**src/rtl/ram64_pkg.sv**
```systemverilog
// Shared widths, select fields and load-routing helper for the ram64 memory slice.
package ram64_pkg;
    localparam int WIDTH    = 16;
    localparam int ADDR_W   = 6;
    localparam int BANK_MSB = 5;
    localparam int BANK_LSB = 3;
    localparam int WORD_MSB = 2;
    localparam int WORD_LSB = 0;

    typedef logic [WIDTH-1:0] word_t;

    // DMux8Way: route a single load onto one of eight outputs.
    function automatic logic [7:0] dmux8way(input logic i_load, input logic [2:0] i_sel);
        logic [7:0] v_out;
        v_out        = 8'h00;
        v_out[i_sel] = i_load;
        return v_out;
    endfunction
endpackage

```
**src/rtl/ram64_ram8.sv**
```systemverilog
// register16 storage cell and the 8-word ram8 bank built from it.
import ram64_pkg::*;

module register16 (
    input  logic  clk,
    input  logic  reset,
    input  word_t in,
    input  logic  load,
    output word_t out
);
    word_t r_q;
    word_t w_d;

    // Mux16 hold/load select
    assign w_d = load ? in : r_q;

    always_ff @(posedge clk) begin
        if (reset) r_q <= '0;
        else       r_q <= w_d;
    end

    assign out = r_q;
endmodule

module ram8 (
    input  logic       clk,
    input  logic       reset,
    input  word_t      in,
    input  logic       load,
    input  logic [2:0] address,
    output word_t      out
);
    logic [7:0] w_word_load;
    word_t      w_word_out [8];

    assign w_word_load = dmux8way(load, address);

    for (genvar g = 0; g < 8; g++) begin : g_word
        register16 u_reg (
            .clk   (clk),
            .reset (reset),
            .in    (in),
            .load  (w_word_load[g]),
            .out   (w_word_out[g])
        );
    end

    assign out = w_word_out[address];

    a_word_load_onehot0: assert property (@(posedge clk) $onehot0(w_word_load));
endmodule

```
**src/rtl/ram64.sv**
```systemverilog
// 64 x 16 Hack-style RAM: eight ram8 banks, synchronous write, combinational read.
import ram64_pkg::*;

module ram64 (
    input  logic              clk,
    input  logic              reset,
    input  logic [WIDTH-1:0]  in,
    input  logic              load,
    input  logic [ADDR_W-1:0] address,
    output logic [WIDTH-1:0]  out
);
    logic [7:0] w_bank_load;
    logic [2:0] w_bank_sel;
    logic [2:0] w_word_sel;
    word_t      w_bank_out [8];

    assign w_bank_sel  = address[BANK_MSB:BANK_LSB];
    assign w_word_sel  = address[WORD_MSB:WORD_LSB];
    assign w_bank_load = dmux8way(load, w_bank_sel);

    for (genvar g = 0; g < 8; g++) begin : g_bank
        ram8 u_ram8 (
            .clk     (clk),
            .reset   (reset),
            .in      (in),
            .load    (w_bank_load[g]),
            .address (w_word_sel),
            .out     (w_bank_out[g])
        );
    end

    // Mux8Way16 across banks
    assign out = w_bank_out[w_bank_sel];

    a_bank_load_onehot0: assert property (@(posedge clk) $onehot0(w_bank_load));
endmodule

```
**config.mk**
```make
export PLATFORM = sky130hd
export DESIGN_NAME = ram64
export DESIGN_NICKNAME = d
export VERILOG_FILES = /design/src/rtl/ram64_pkg.sv /design/src/rtl/ram64_ram8.sv /design/src/rtl/ram64.sv
export SDC_FILE = /design/constraint.sdc
export NUM_CORES = 2
export LEC_CHECK = 0
export ABC_AREA = 1
export ABC_CLOCK_PERIOD_IN_PS = 2400
export BUFFER_PORTS_ARGS = -buffer_cell sky130_fd_sc_hd__buf_2
export CAP_MARGIN = 10
export CORE_MARGIN = 2
export CORE_UTILIZATION = 50
export CTS_CLUSTER_SIZE = 8
export DETAILED_ROUTE_END_ITERATION = 12
export PLACE_DENSITY_LB_ADDON = 0.05
export SYNTH_ARGS = -nofsm -noshare
export SYNTH_HDL_FRONTEND = slang
export SYNTH_SLANG_ARGS = --single-unit
```
**constraint.sdc**
```tcl
create_clock -name clk -period 2.4 [get_ports clk]
set_clock_uncertainty 0.1 [all_clocks]
set_input_delay 0.24 -clock clk [delete_from_list [all_inputs] [get_ports clk]]
set_output_delay 0.24 -clock clk [all_outputs]
set_load 0.05 [all_outputs]
```
Word level (Yosys, flattened, before mapping) --
Index checks and enable logic that the tools add are counted. W data, S select, Z words.
Storage, ports and cells: logic and storage cells 114, flip-flop bits (word level) 1024, output and inout bits 16, input bits 25
Cells by class: mux-type cells 31, $lt $le $gt $ge 6, reduce and logical (&&, ||, !) cells 2, bitwise gates (word level) 11
Operators by type and width (count):
- $bmux W16 S3 | 9
- $mux W16 | 18
- $and A8 B8 Y8 | 9
- $ge A4 B4 Y1 const B | 2
- $lt A3 B4 Y1 const B | 2
- $not A3 Y4 | 2
- $demux W1 S3 | 2
- $ge A3 B1 Y1 const B | 2
- $logic_and A1 B1 Y1 | 2
- $mux W1 | 2

Logic depth before layout (Yosys ltp) --
depth in word-level cells 7, gate-level depth with buffers 15

Cells and area by module --
A second synthesis with hierarchy kept.
Second synthesis, totals: cells, all modules 10135, area total of the unflattened synthesis 57866.7 um^2
By module, submodules not included:
- register16 | instances 64, cells an instance 101, area each 670.6 um^2
- ram8 (g_bank[0].u_ram8 ...) | instances 7, cells an instance 404, area each 1651.6 um^2
- ram64 | instances 1, cells an instance 439, area each 1783.0 um^2
- ram8 (g_bank[7].u_ram8) | instances 1, cells an instance 404, area each 1601.5 um^2

Worst setup path after synthesis --
Ideal clock, no wire load.
kind input to output, start input port address[0], end output port out[14], arrival 1.798 ns, path slack 0.262 ns, stages on the path 11, buffers on the path 4, cells stage by stage buf_4 -> inv_2 -> buf_6 -> buf_2 -> buf_2 -> nand2_1 -> a21oi_1 -> o21ai_0 -> nand3_1 -> nand3_1 -> nand3_1
On the way: cells in the longest elaborated chain, start to end 7
Ends and longest elaborated chain:
- start, declared | RTL line ram64.sv:9 | input logic [ADDR_W-1:0] address,
- $not A3 Y4 (not written as such) (*) | RTL line ram64_ram8.sv:48 | assign out = w_word_out[address];
- $bmux W16 S3 | RTL line ram64_ram8.sv:48
- $mux W16 (not written as such) (2 in series) | RTL line ram64_ram8.sv:48
- $bmux W16 S3 (*) | RTL line ram64.sv:33 | assign out = w_bank_out[w_bank_sel];
- $mux W16 (not written as such) (*) (2 in series) | RTL line ram64.sv:33
- end, declared | RTL line ram64.sv:10 | output logic [WIDTH-1:0] out
Mark *: on every way between the ends. The rest lies on a longest branch, timed or not. The select of a mux whose other input is x is not followed.

Worst setup path in the final report --
start input port address[2], end output port out[6]
The elaborated chain is that of the path after synthesis.

==> key figures <==
Worst setup path
  – Arrival @ worst endpoint: 2.15 ns
  – Maximum net fanout on the critical path: 36
  – Worst r2r src: g_bank[1].u_ram8.g_word[3].u_reg.out[14]
  – Crit Path Category: input port to output port
  – Worst R2R Setup Slack: 1.50 ns
  – Worst Setup Start Kind: input port
  – CP endpoint kind: output port
  – RR Endpoint: g_bank[1].u_ram8.g_word[3].u_reg.out[14]
  – WP data required: 2.06 ns
  – Cells on worst reg2reg path: 2

Hold path
  – Hold endpoint: g_bank[3].u_ram8.g_word[7].u_reg.out[8]
  – Hold/Removal Path Class: input port to register
  – Hold_sp: load
  – Worst hold stages: 5

CTS
  – TritonCTS buffer count: between 100 and 150
  – Worst-path clk slew: 0.05 ns
  – CTS tree: yes
  – H-tree depth: 4
  – Clock latency on the worst-skew pair: between 0.7 and 0.8 ns
  – Clock Path Buffers: 3
  – Clk sinks: ~1000
  – Clk root buf: clkbuf_16

Synth
  – Synth Instances: slightly above 7000
  – Mapped Area: between 0.04 and 0.05 mm2
  – Library cells used by synthesis: 24
  – Avg Inst Size Synth: 6.48 um2
  – Syn Nets: 7303
  – Yosys warns: 0
  – Sequential fraction of the synthesis area: 43.5%
  – Synthesized flop and latch total: 1024

Placed design
  – I/O Buffers: 40
  – Post-Place Worst Slack: -0.398 ns
  – DP HPWL: 115000 um
  – Placed cell count: 8398
  – GPL Wtd Cong: 0.960

Detailed routing
  – Initial DRC count: a little under 6000
  – Antenna Nets Post-Route: 0
  – Final WL: 180000 um
  – Drt wl/cell: 21.0 um
  – Vias per inst: 5.69
  – Detailed-route via count: 48800
  – DRC Markers: 0
  – TritonRoute pass-1 iters: 8

Global route
  – Global routing usage on met1: 51.4%
  – Antenna violations before repair: 0
  – Congestion Overflow GR: 0
  – Global-route wire length before repair: 272000 um
  – Vias in the first global route: 44300
  – GRT Util Overall: 35.9%
  – Gr busiest metal: met2
  – Largest net degree at the start of global routing: 116
  – Met3 Track Usage GR: 6.71%
  – Met2 usage: 53.3%

Timing
  – Final Critical Period: around 2.5 ns
  – Fmax: 401 MHz
  – Worst setup margin: -0.0913 ns
  – Hold Vio Cnt, Final: 0
  – Worst Tran Pin Value: ~0.73 ns
  – Final setup vio count: 11
  – Unrepaired setup endpoints after global routing: yes
  – Max Transition Viols Final: 0
  – Rel. slew slack: 51.2%
  – Final period utilization: 104%

Floorplanning
  – Initial Util: 50.5%
  – Core Box Area: between 0.09 and 0.1 mm2
  – Vertical die dimension: 311 um
  – Die Footprint: 0.0968 mm2
  – Chip width: 311 um
  – Row Count: 112
  – Boundary Pins: slightly above 40

Cells and area
  – Filler cell count in the final layout: 8834
  – # nets final: 7334
  – Largest register FFs: approximately 1000
  – Layout cells sized above 1: 16.1%
  – P&R area growth vs syn: 21.0%
  – Final Non-Filler Cells: 8580
  – Finished Core Util: 61.1%

Power
  – Max VDD drop: 0.580 mV
  – Pwr Density: 686 mW/mm2
  – Leakage: 22.0 nW

Job
  – # Max-Cap Violations: 0

Outcome
  – Status: complete, but fails checks
  – Failing checks: setup timing
repair_timing:
| item | CTS | global route |
|---|---|---|
| setup buffers | 1 | 7 |
| resized for setup | 309 | 196 |
| pin swaps | 129 | 103 |
| cloned | 0 | 1 |
| hold buffers | 17 | 0 |
| setup endpoints to repair | 16 | 16 |
| hold endpoints to repair | 564 | 0 |
cell type report:
class	instances	area (um2)	share of cell area, %
flip-flops and latches	1024	20600	36.1
repair buffers	455	5190	9.09
inverters	215	856	1.50
well taps	1254	1570	2.75
diodes	1	2.50	0.00439
clock buffers	151	3760	6.58
multi-input cells	5467	24900	43.7
clock inverters	13	165	0.289
cell usage after synthesis:
cell	n	area, um2
inv_4	7	43.8
inv_2	70	263
a21oi_1	985	4930
nor2_2	10	62.6
nand3b_1	1	7.51
nand2_1	3559	13400
nand3_1	371	1860
nand4_1	115	719
clkbuf_1	302	1130
a211oi_1	79	593
nand2_4	5	56.3
a211oi_2	1	12.5
inv_1	138	518
nor2_4	51	574
o21ai_0	3	15.0
nand2_8	1	20.0
nor2_8	2	40.0
buf_2	187	936
nand2_2	17	106
dfxtp_1	1024	20500
buf_4	15	113
buf_1	63	236
buf_6	5	56.3
nor2_1	267	1000
worst max-delay path, stage by stage:
cell and delay (ns):
buf_6 0.19, buf_12 0.26, buf_12 0.27, nand4_1 0.14, nand2_1 0.20, nor2_1 0.07, nand3_1 0.11, nand3_2 0.12
nand2_1 0.11, inv_2 0.04, nand2_2 0.08, buf_12 0.12, buf_12 0.13
worst max path at each step:
stage / from / to / slack (ns) / cells past startpoint
after CTS: g_bank[5].u_ram8.g_word[7].u_reg.out[14] / out[14] / -0.09 / 12
after global routing: g_bank[5].u_ram8.g_word[0].u_reg.out[2] / out[2] / -0.14 / 12
after floorplan: address[0] / out[14] / 0.26 / 11
after global placement: address[0] / out[3] / -0.40 / 16
after detailed placement: address[0] / out[9] / -0.40 / 16
final: address[2] / out[6] / -0.09 / 13
layer usage:
layer	vias up	share of wire, %
met5	-	0
met4	0	3.8
met3	380	11
met2	2525	43
met1	22800	43
li1	23100	-
layout by cell type, fill, tap and decap left out, drive strengths merged:
cell type	instances
a211oi	80
a21oi	985
buf	436
bufinv	1
clkbuf	153
clkinv	4
dfxtp	1024
diode	1
dlygate4sd3	17
inv	223
nand2	3582
nand3	371
nand3b	1
nand4	115
nor2	330
o21ai	3
power breakdown:
group | internal, mW | total (mW) | switching [mW]
Sequential | 17.1 | 17.1 | 0.0381
Clock | 11.1 | 18.7 | 7.63
Combinational | 0.962 | 3.30 | 2.34
metrics by stage:
| stage | setup TNS (ns) | hold slack (ns) | power (mW) | cell area, um2 |
|---|---|---|---|---|
| 2_1_floorplan | 0 | 0.335 | 18.9 | 47200 |
| 3_3_place_gp | -3.43 | 0.347 | 20.5 | 51300 |
| 3_5_place_dp | -3.30 | 0.350 | 20.5 | 51300 |
| 4_1_cts | -0.481 | 0.0717 | 39.1 | 56300 |
| 5_1_grt | -1.27 | 0.147 | 40.0 | 57100 |
| 6_report | -0.536 | 0.122 | 39.2 | 57100 |
kinds of logic (layout without fill, tap and decap cells):
family | after synthesis | after routing | synth area share (%)
flops | 1024 | 1024 | 43.5
buf+inv | 787 | 834 | 7.00
simple gates | 4399 | 4399 | 37.8
compound gates | 1068 | 1068 | 11.8
other cells | 0 | 1 | 0
Note: power is estimated with default switching activity, not from simulation.
